**config.mk**
```make
export PLATFORM = sky130hd
export DESIGN_NAME = dff_capture_sequencer
export DESIGN_NICKNAME = d
export VERILOG_FILES = /design/src/rtl/dff_seq_pkg.sv /design/src/rtl/sample_tick_divider.sv /design/src/rtl/dff_capture_sequencer.sv
export SDC_FILE = /design/constraint.sdc
export NUM_CORES = 1
export LEC_CHECK = 0
export ABC_AREA = 1
export BUFFER_PORTS_ARGS = -buffer_cell sky130_fd_sc_hd__buf_2
export CAP_MARGIN = 10
export CORE_ASPECT_RATIO = 0.5
export CORE_UTILIZATION = 50
export CTS_BUF_LIST = sky130_fd_sc_hd__clkbuf_4 sky130_fd_sc_hd__clkbuf_8 sky130_fd_sc_hd__clkbuf_16
export DETAILED_ROUTE_END_ITERATION = 8
export PLACE_DENSITY_LB_ADDON = 0.12
export SYNTH_ARGS = -nofsm -noshare
export SYNTH_HDL_FRONTEND = slang
export SYNTH_SLANG_ARGS = --single-unit
```
**constraint.sdc**
```tcl
create_clock -name clk -period 1.67 [get_ports clk]
set_input_delay 0.2505 -clock clk [delete_from_list [all_inputs] [get_ports clk]]
set_output_delay 0.2505 -clock clk [all_outputs]
set_load 0.02 [all_outputs]
```
**src/rtl/dff_seq_pkg.sv**
```systemverilog
// ---------------------------------------------------------------------------
// dff_seq_pkg
//   Shared definitions for the DFF capture sequencer:
//     - ST_W        : width of the state encoding driven on the state port
//     - seq_state_t : sequencer state type; encodings are visible on the
//                     state output, so they must not be reordered.
// ---------------------------------------------------------------------------
package dff_seq_pkg;

  localparam int ST_W = 3;

  typedef enum logic [ST_W-1:0] {
    IDLE    = 3'd0,
    ARMED   = 3'd1,
    CAPTURE = 3'd2,
    FULL    = 3'd3,
    REPLAY  = 3'd4
  } seq_state_t;

endpackage : dff_seq_pkg

```
**src/rtl/sample_tick_divider.sv**
```systemverilog
// ---------------------------------------------------------------------------
// sample_tick_divider
//   Free-running modulo-(div+1) counter that marks sample instants.
//   Ports:
//     clk    in   1      clock
//     rst_n  in   1      asynchronous active-low reset
//     clr    in   1      forces the count back to 0 (dominates en)
//     en     in   1      count enable
//     div    in   DIV_W  terminal count (period minus 1)
//     tick   out  1      high on the cycle the count equals div
// ---------------------------------------------------------------------------
module sample_tick_divider #(
  parameter int DIV_W = 8
) (
  input  logic             clk,
  input  logic             rst_n,
  input  logic             clr,
  input  logic             en,
  input  logic [DIV_W-1:0] div,
  output logic             tick
);

  logic [DIV_W-1:0] cnt_q;
  logic [DIV_W-1:0] cnt_d;

  // Combinational so the owner can act on the same edge the count
  // reaches div; the count wraps to 0 on that edge.
  assign tick = en && !clr && (cnt_q == div);

  always_comb begin
    cnt_d = cnt_q;
    if (clr) begin
      cnt_d = '0;
    end else if (en) begin
      cnt_d = tick ? '0 : cnt_q + 1'b1;
    end
  end

  always_ff @(posedge clk or negedge rst_n) begin
    if (!rst_n) begin
      cnt_q <= '0;
    end else begin
      cnt_q <= cnt_d;
    end
  end

endmodule : sample_tick_divider

```
**src/rtl/dff_capture_sequencer.sv**
```systemverilog
// ---------------------------------------------------------------------------
// dff_capture_sequencer
//   Controls a DEPTH-deep bank of flops sampling din. Arms on command,
//   waits for a trigger, captures DEPTH samples at a programmable rate,
//   holds them, and replays them serially one bit per clock on demand.
//   Ports:
//     clk       in   1      clock
//     rst_n     in   1      asynchronous active-low reset
//     din       in   1      data bit to capture
//     arm       in   1      starts a new capture sequence
//     trig      in   1      starts sampling while ARMED
//     replay    in   1      starts serial replay while FULL
//     abort     in   1      forces IDLE from any state
//     div       in   DIV_W  sample period minus 1 (latched on trigger)
//     cap_data  out  DEPTH  captured bank, sample k in bit k
//     qout      out  1      serial replay bit
//     qvalid    out  1      qout carries a replayed bit
//     done      out  1      one-cycle pulse when the bank fills
//     busy      out  1      state is ARMED, CAPTURE or REPLAY
//     state     out  3      current state encoding
//   Legal DEPTH range is 2..16.
// ---------------------------------------------------------------------------
module dff_capture_sequencer
  import dff_seq_pkg::*;
#(
  parameter int DEPTH = 8,
  parameter int DIV_W = 8
) (
  input  logic             clk,
  input  logic             rst_n,
  input  logic             din,
  input  logic             arm,
  input  logic             trig,
  input  logic             replay,
  input  logic             abort,
  input  logic [DIV_W-1:0] div,
  output logic [DEPTH-1:0] cap_data,
  output logic             qout,
  output logic             qvalid,
  output logic             done,
  output logic             busy,
  output logic [ST_W-1:0]  state
);

  // One extra bit so idx can step past DEPTH-1 without wrapping.
  localparam int IDX_W = $clog2(DEPTH) + 1;

  seq_state_t       state_q,   state_d;
  logic [DEPTH-1:0] cap_q,     cap_d;
  logic [IDX_W-1:0] idx_q,     idx_d;
  logic [DIV_W-1:0] div_lat_q, div_lat_d;
  logic             qout_q,    qout_d;
  logic             qvalid_q,  qvalid_d;
  logic             done_q,    done_d;

  logic [DEPTH-1:0] idx_sel;
  logic             idx_last;
  logic             tick;

  // One-hot decode of idx: used both to write the capture bit and to
  // select the replay bit, avoiding an oversized bit-select index.
  for (genvar gi = 0; gi < DEPTH; gi++) begin : g_idx_sel
    assign idx_sel[gi] = (idx_q == IDX_W'(gi));
  end

  assign idx_last = (idx_q == IDX_W'(DEPTH - 1));

  // The divider only runs in CAPTURE; everywhere else it is held at 0,
  // so the trigger edge always leaves it at 0 for the first period.
  sample_tick_divider #(
    .DIV_W (DIV_W)
  ) u_div (
    .clk   (clk),
    .rst_n (rst_n),
    .clr   (state_q != CAPTURE),
    .en    (state_q == CAPTURE),
    .div   (div_lat_q),
    .tick  (tick)
  );

  always_comb begin
    state_d   = state_q;
    cap_d     = cap_q;
    idx_d     = idx_q;
    div_lat_d = div_lat_q;
    qout_d    = qout_q;
    qvalid_d  = 1'b0;
    done_d    = 1'b0;

    if (abort) begin
      // cap_data is deliberately retained so a partial capture can be read.
      state_d = IDLE;
    end else begin
      unique case (state_q)
        IDLE: begin
          if (arm) begin
            state_d = ARMED;
            cap_d   = '0;
          end
        end

        ARMED: begin
          if (arm) begin
            cap_d = '0;
          end else if (trig) begin
            // The trigger edge itself takes sample 0.
            state_d   = CAPTURE;
            cap_d[0]  = din;
            idx_d     = IDX_W'(1);
            div_lat_d = div;
          end
        end

        CAPTURE: begin
          if (tick) begin
            cap_d = (cap_q & ~idx_sel) | (idx_sel & {DEPTH{din}});
            idx_d = idx_q + 1'b1;
            if (idx_last) begin
              state_d = FULL;
              done_d  = 1'b1;
            end
          end
        end

        FULL: begin
          if (replay) begin
            state_d = REPLAY;
            idx_d   = '0;
          end else if (arm) begin
            state_d = ARMED;
            cap_d   = '0;
          end
        end

        REPLAY: begin
          qout_d   = |(cap_q & idx_sel);
          qvalid_d = 1'b1;
          idx_d    = idx_q + 1'b1;
          if (idx_last) begin
            state_d = FULL;
          end
        end

        default: begin
          state_d = IDLE;
        end
      endcase
    end
  end

  always_ff @(posedge clk or negedge rst_n) begin
    if (!rst_n) begin
      state_q   <= IDLE;
      cap_q     <= '0;
      idx_q     <= '0;
      div_lat_q <= '0;
      qout_q    <= 1'b0;
      qvalid_q  <= 1'b0;
      done_q    <= 1'b0;
    end else begin
      state_q   <= state_d;
      cap_q     <= cap_d;
      idx_q     <= idx_d;
      div_lat_q <= div_lat_d;
      qout_q    <= qout_d;
      qvalid_q  <= qvalid_d;
      done_q    <= done_d;
    end
  end

  assign cap_data = cap_q;
  assign qout     = qout_q;
  assign qvalid   = qvalid_q;
  assign done     = done_q;
  assign state    = state_q;
  assign busy     = (state_q == ARMED) || (state_q == CAPTURE) || (state_q == REPLAY);

endmodule : dff_capture_sequencer
```
# Word-level counts from Yosys, hierarchy flattened
# Cells that the tools add are included.
# totals
regBits,34
inputBits,15
word_cells,87
# classes
addsub,2
n_eq_ne,23
mux,29
bitwise_logic,7
reduce_logical,17
# op_table
op,n
8-bit two-way mux,6
8-bit one-hot mux with 4 select lines,1
8-bit bitwise AND,3
3-bit two-way mux,7
4-bit by 3-bit equality test with 1-bit output (second input constant),4
4-bit two-way mux,4
4-bit one-hot mux with 4 select lines,1
3-bit one-hot mux with 5 select lines,1
2-bit != test (second input constant),6
3-bit != test (second input constant),4
5-bit AND reduction,2
8-bit by 1-bit adder with 8-bit output (second input constant),1
4-bit by 2-bit equality test with 1-bit output (second input constant),2
8-bit equality test,1
1-bit two-way mux,8
8-bit NOT,1
8-bit OR,1
4-bit nonzero test,2
8-bit OR reduction,1
7-bit two-way mux,1
3-bit by 2-bit equality test with 1-bit output (second input constant),2
6-bit AND reduction,1
4-bit by 1-bit adder with 4-bit output (second input constant),1
4-bit by 1-bit equality test with 1-bit output (second input constant),1
other kinds (13),16

# Logic depth before layout (Yosys ltp)
# depth
ltp_word,7
depth_mapped,10
mapped_depth_nobuf,10

# Hierarchy
# Synthesis repeated with hierarchy kept, for this count alone.
# hier_totals
hier_cells,322
area_unflattened_um2,2279.7
# by_module_without_submodules
mod,instances,cells_each,area_per_inst_um2,seq_area_each_um2
dff_capture_sequencer,1,232,1666.6,650.6
sample_tick_divider,1,90,613.1,200.2

# Worst setup path after synthesis
# Ideal clock, no wire load.
# synth_path
kind,register to register
startpoint,"register state_q[2], in the netlist state[2]"
endpoint,register div_lat_q[2]
setup_time_ns,0.125
arrival_ns,1.388
slack_ns,0.157
path_stages_with_launch,7
n_path_buf,1
synth_period_minus_slack_ns,1.513
path_cell_list,dfrtp_1 > inv_4 > nand3_4 > inv_1 > nand3_1 > buf_6 > mux2_4
# synth_via
elab_chain_len,2
# synth_lines
item,line,text
"start, declared",dff_capture_sequencer.sv:48,"seq_state_t state_q, state_d;"
"start signal, assigned",dff_capture_sequencer.sv:161,state_q <= state_d;
3-bit by 1-bit equality test with 1-bit output,dff_capture_sequencer.sv:94,unique case (state_q)
4-bit AND reduction (no source line),-,
"end signal, assigned",dff_capture_sequencer.sv:164,div_lat_q <= div_lat_d;
"end, declared",dff_capture_sequencer.sv:51,"logic [DIV_W-1:0] div_lat_q, div_lat_d;"
# No other way between the ends.
# A chain may end at the register's enable or synchronous reset.

# Final worst setup path
# layout_path
startpoint,"register state_q[1], in the netlist state[1]"
endpoint,output port busy
# layout_via
elab_chain_len,3
elab_cells_between_ends,5
# layout_lines
item,line,text
3-bit by 1-bit equality test with 1-bit output or 3-bit by 2-bit equality test with 1-bit output (tied branches),dff_capture_sequencer.sv:176,assign busy = (state_q == ARMED) || (state_q == CAPTURE) || (state_q == REPLAY);
1-bit logical OR,dff_capture_sequencer.sv:176,
1-bit logical OR *,dff_capture_sequencer.sv:176,
"end, declared",dff_capture_sequencer.sv:41,"output logic busy,"
# Every way passes the cells marked *; elsewhere a longest branch is shown, timed or not.

==> flow_summary.yaml <==
clock_tree:
  cts.root.buffer_cell: "clkbuf_8"
  cts_tree: "done"
  cts_sinks: 34
  clk_latency_ns: 0.29
  cts_buffer_depth: 2
  clkTransAtPathRegs_ns: 0.08
  cts_made_buffers: 5
  cts.htree.levels: 2
floorplan:
  die_y_um: 48.7
  boundaryPins: 30
  die_area_mm2: 0.00464
  die_w_um: 95.4
  coreArea_mm2: 0.00404
  num_rows: 16
  start_util: 0.539
routing:
  avgViaCountPerCell: 4.98
  wl_per_cell_um: 12.6
  drcViolationCount: 0
  drt_pass1_iterations: 5
  ant_nets: 0
  routed_wirelength_um: 4770
  drtIter0Drc: 116
  via_count: 1882
worst_hold_path:
  hold_class: "in2reg"
pwr:
  p_leak_nw: 1.33
  peakVddDrop_mv: 0.634
  powerDensity_mw_per_mm2: 1240
critical_path:
  crit_fanout: 4
  slowest_delay_ns: 0.42
  slowest_stage: "dfrtp_2"
  cp_num_buf_inv: 3
  cp.arrival_ns: 1.35
  cp_top_family: "flip-flops"
  critPathKind: "reg2out"
  cpMostUsedCell: "buf_4"
  worst_setup_path_start_kind: "flip-flop"
  worstPathRequired_ns: 1.42
  crit_chain: "buf_4 -> nand3_4 -> inv_6 -> nor2_8 -> nand2_4 -> buf_4"
  crit_path_end_kind: "primary output"
job:
  drv_cap: 0
global_route:
  grt_pass1_wl_um: 8080
  grt_usage: 0.228
  grt_max_degree: 35
  first_global_vias: 1768
  gr-total-overflow: 0
  antenna_found_initial: 0
synth:
  synth_compound_area_frac: 0.0672
  synth_seq_cells: 34
  synthXorXnorAreaFrac: 0.0362
  syn_inst: 275
  synthAdderAreaFrac: 0.0287
  postSynthAreaPerCell_um2: 7.93
  synth-seq-area-share: 0.390
  synth_mux_area_frac: 0.0327
  synthesis.nets: 295
  synth-simple-area-share: 0.354
  netlist_area_mm2: 0.00218
  ys_types: 36
  synth_top_family_by_area: "simple AND/OR/NAND/NOR gates"
  ys_warn_count: 0
sta:
  min_period_ns: 1.60
  slew_violations: 0
  finalClockSkew_ns: 0.00569
  fmax_mhz: 625
  hold_violations: 0
  post-route-period-util: 0.958
  setup_viol: 0
  setup_tns_ns: 0
  maxSlewHeadroom: 0.707
  rsz0062_at_grt: "no"
  worst_pin_slew_ns: 0.440
finish:
  post-route-util: 0.650
  area_growth_pct: 20.6
  layout_common_cells: "77 x nand2_1, 32 x dfrtp_1, 30 x nor2_1"
  layout.nets: 343
  drive_above_1_share: 0.269
  antenna_cells: 0
  mostFrequentLayoutCell: "nand2_1"
placed_design:
  hpwl_um: 3380
  gp_congestion: 0.887
  io_buffers: 29
outcome:
  outcome: "complete, no violations"
power breakdown:
group / internal [mW] / total (mW) / switching [mW] / leakage (nW)
sequential: 0.977 / 1.12 / 0.147 / 0.449
clock: 0.598 / 0.926 / 0.327 / 0.0683
combinational: 0.504 / 1.20 / 0.696 / 0.814
logic make-up (layout without fill, tap and decap cells):
| family | after synthesis | after routing |
|---|---|---|
| mux | 5 | 5 |
| buf+inv | 40 | 89 |
| fa+ha+maj | 5 | 5 |
| flops | 34 | 34 |
| xor+xnor | 9 | 9 |
| compound gates | 28 | 28 |
| simple gates | 154 | 154 |
timing repair:
action	4_1_cts	5_1_grt
endpoints found under the hold margin	22	0
pin swaps	1	4
resized for setup	2	7
buffers inserted	5	7
hold buffers	1	0
setup endpoints to repair	1	18
through the flow:
step	power, mW	cells	setup slack [ns]	instance area [um^2]	hold WS [ns]
final	3.25	378	0.0701	2630	0.183
after global placement	2.20	357	0.111	2370	0.305
after detailed placement	2.22	357	0.0817	2370	0.311
after CTS	3.21	371	0.0222	2550	0.176
after global routing	3.47	378	0.00215	2630	0.173
after floorplan	1.98	275	0.157	2180	-0.0451
cell type report:
| cell class | count | area, um^2 |
|---|---|---|
| fillers | 344 | 1420 |
| clock buffers | 5 | 68.8 |
| clock inverters | 3 | 68.8 |
| multi-input cells | 201 | 1140 |
| inverters | 34 | 135 |
| repair buffers | 47 | 289 |
| well taps | 54 | 67.6 |
| flip-flops and latches | 34 | 853 |
synth_stat cells, drive strengths merged:
library cell  number  area share
a21oi             15       0.036
buf                5       0.027
clkbuf             1      0.0017
dfrtp             34        0.39
ha                 5       0.029
inv               34       0.062
mux2               5       0.033
nand2             82        0.15
nand3             17       0.059
nand3b             3       0.010
nand4              9       0.026
nor2              37       0.082
nor3               4       0.017
nor3b              1      0.0057
nor4               1      0.0029
o211ai             1      0.0034
o21ai             12       0.028
xnor2              7       0.028
xor2               2      0.0080
state kept, by name (all words and copies together), names as in the netlist:
signal / flops
div_lat_q: 8
idx_q: 4
state: 3
qout: 1
qvalid: 1
cap_data: 8
u_div.cnt_q: 8
done: 1
routing by layer:
layer | global-route usage | vias to the layer above | share of wire
li1 | - | 971 | -
met1 | 0.325 | 863 | 0.50
met2 | 0.345 | 43 | 0.45
met3 | 0.0535 | 5 | 0.050
met4 | 0.0697 | 0 | 0.0057
met5 | 0 | - | 0
worst paths after layout:
kind,startpoint,to,slack [ns],depth (start not counted)
worst max-delay path,state[1]$_DFFE_PN0P_,busy,0.07,6
worst min-delay path,div[6],div_lat_q[6]$_DFFE_PN0P_,0.18,2
worst max register to register,state[1]$_DFFE_PN0P_,div_lat_q[7]$_DFFE_PN0P_,0.07,7
worst min register to register,idx_q[3]$_DFFE_PN0P_,idx_q[3]$_DFFE_PN0P_,0.48,2
max in group asynchronous,rst_n,state[2]$_DFFE_PN0P_,0.82,3
min in group asynchronous,rst_n,div_lat_q[1]$_DFFE_PN0P_,0.51,3
Note: power is estimated with default switching activity, not from simulation.
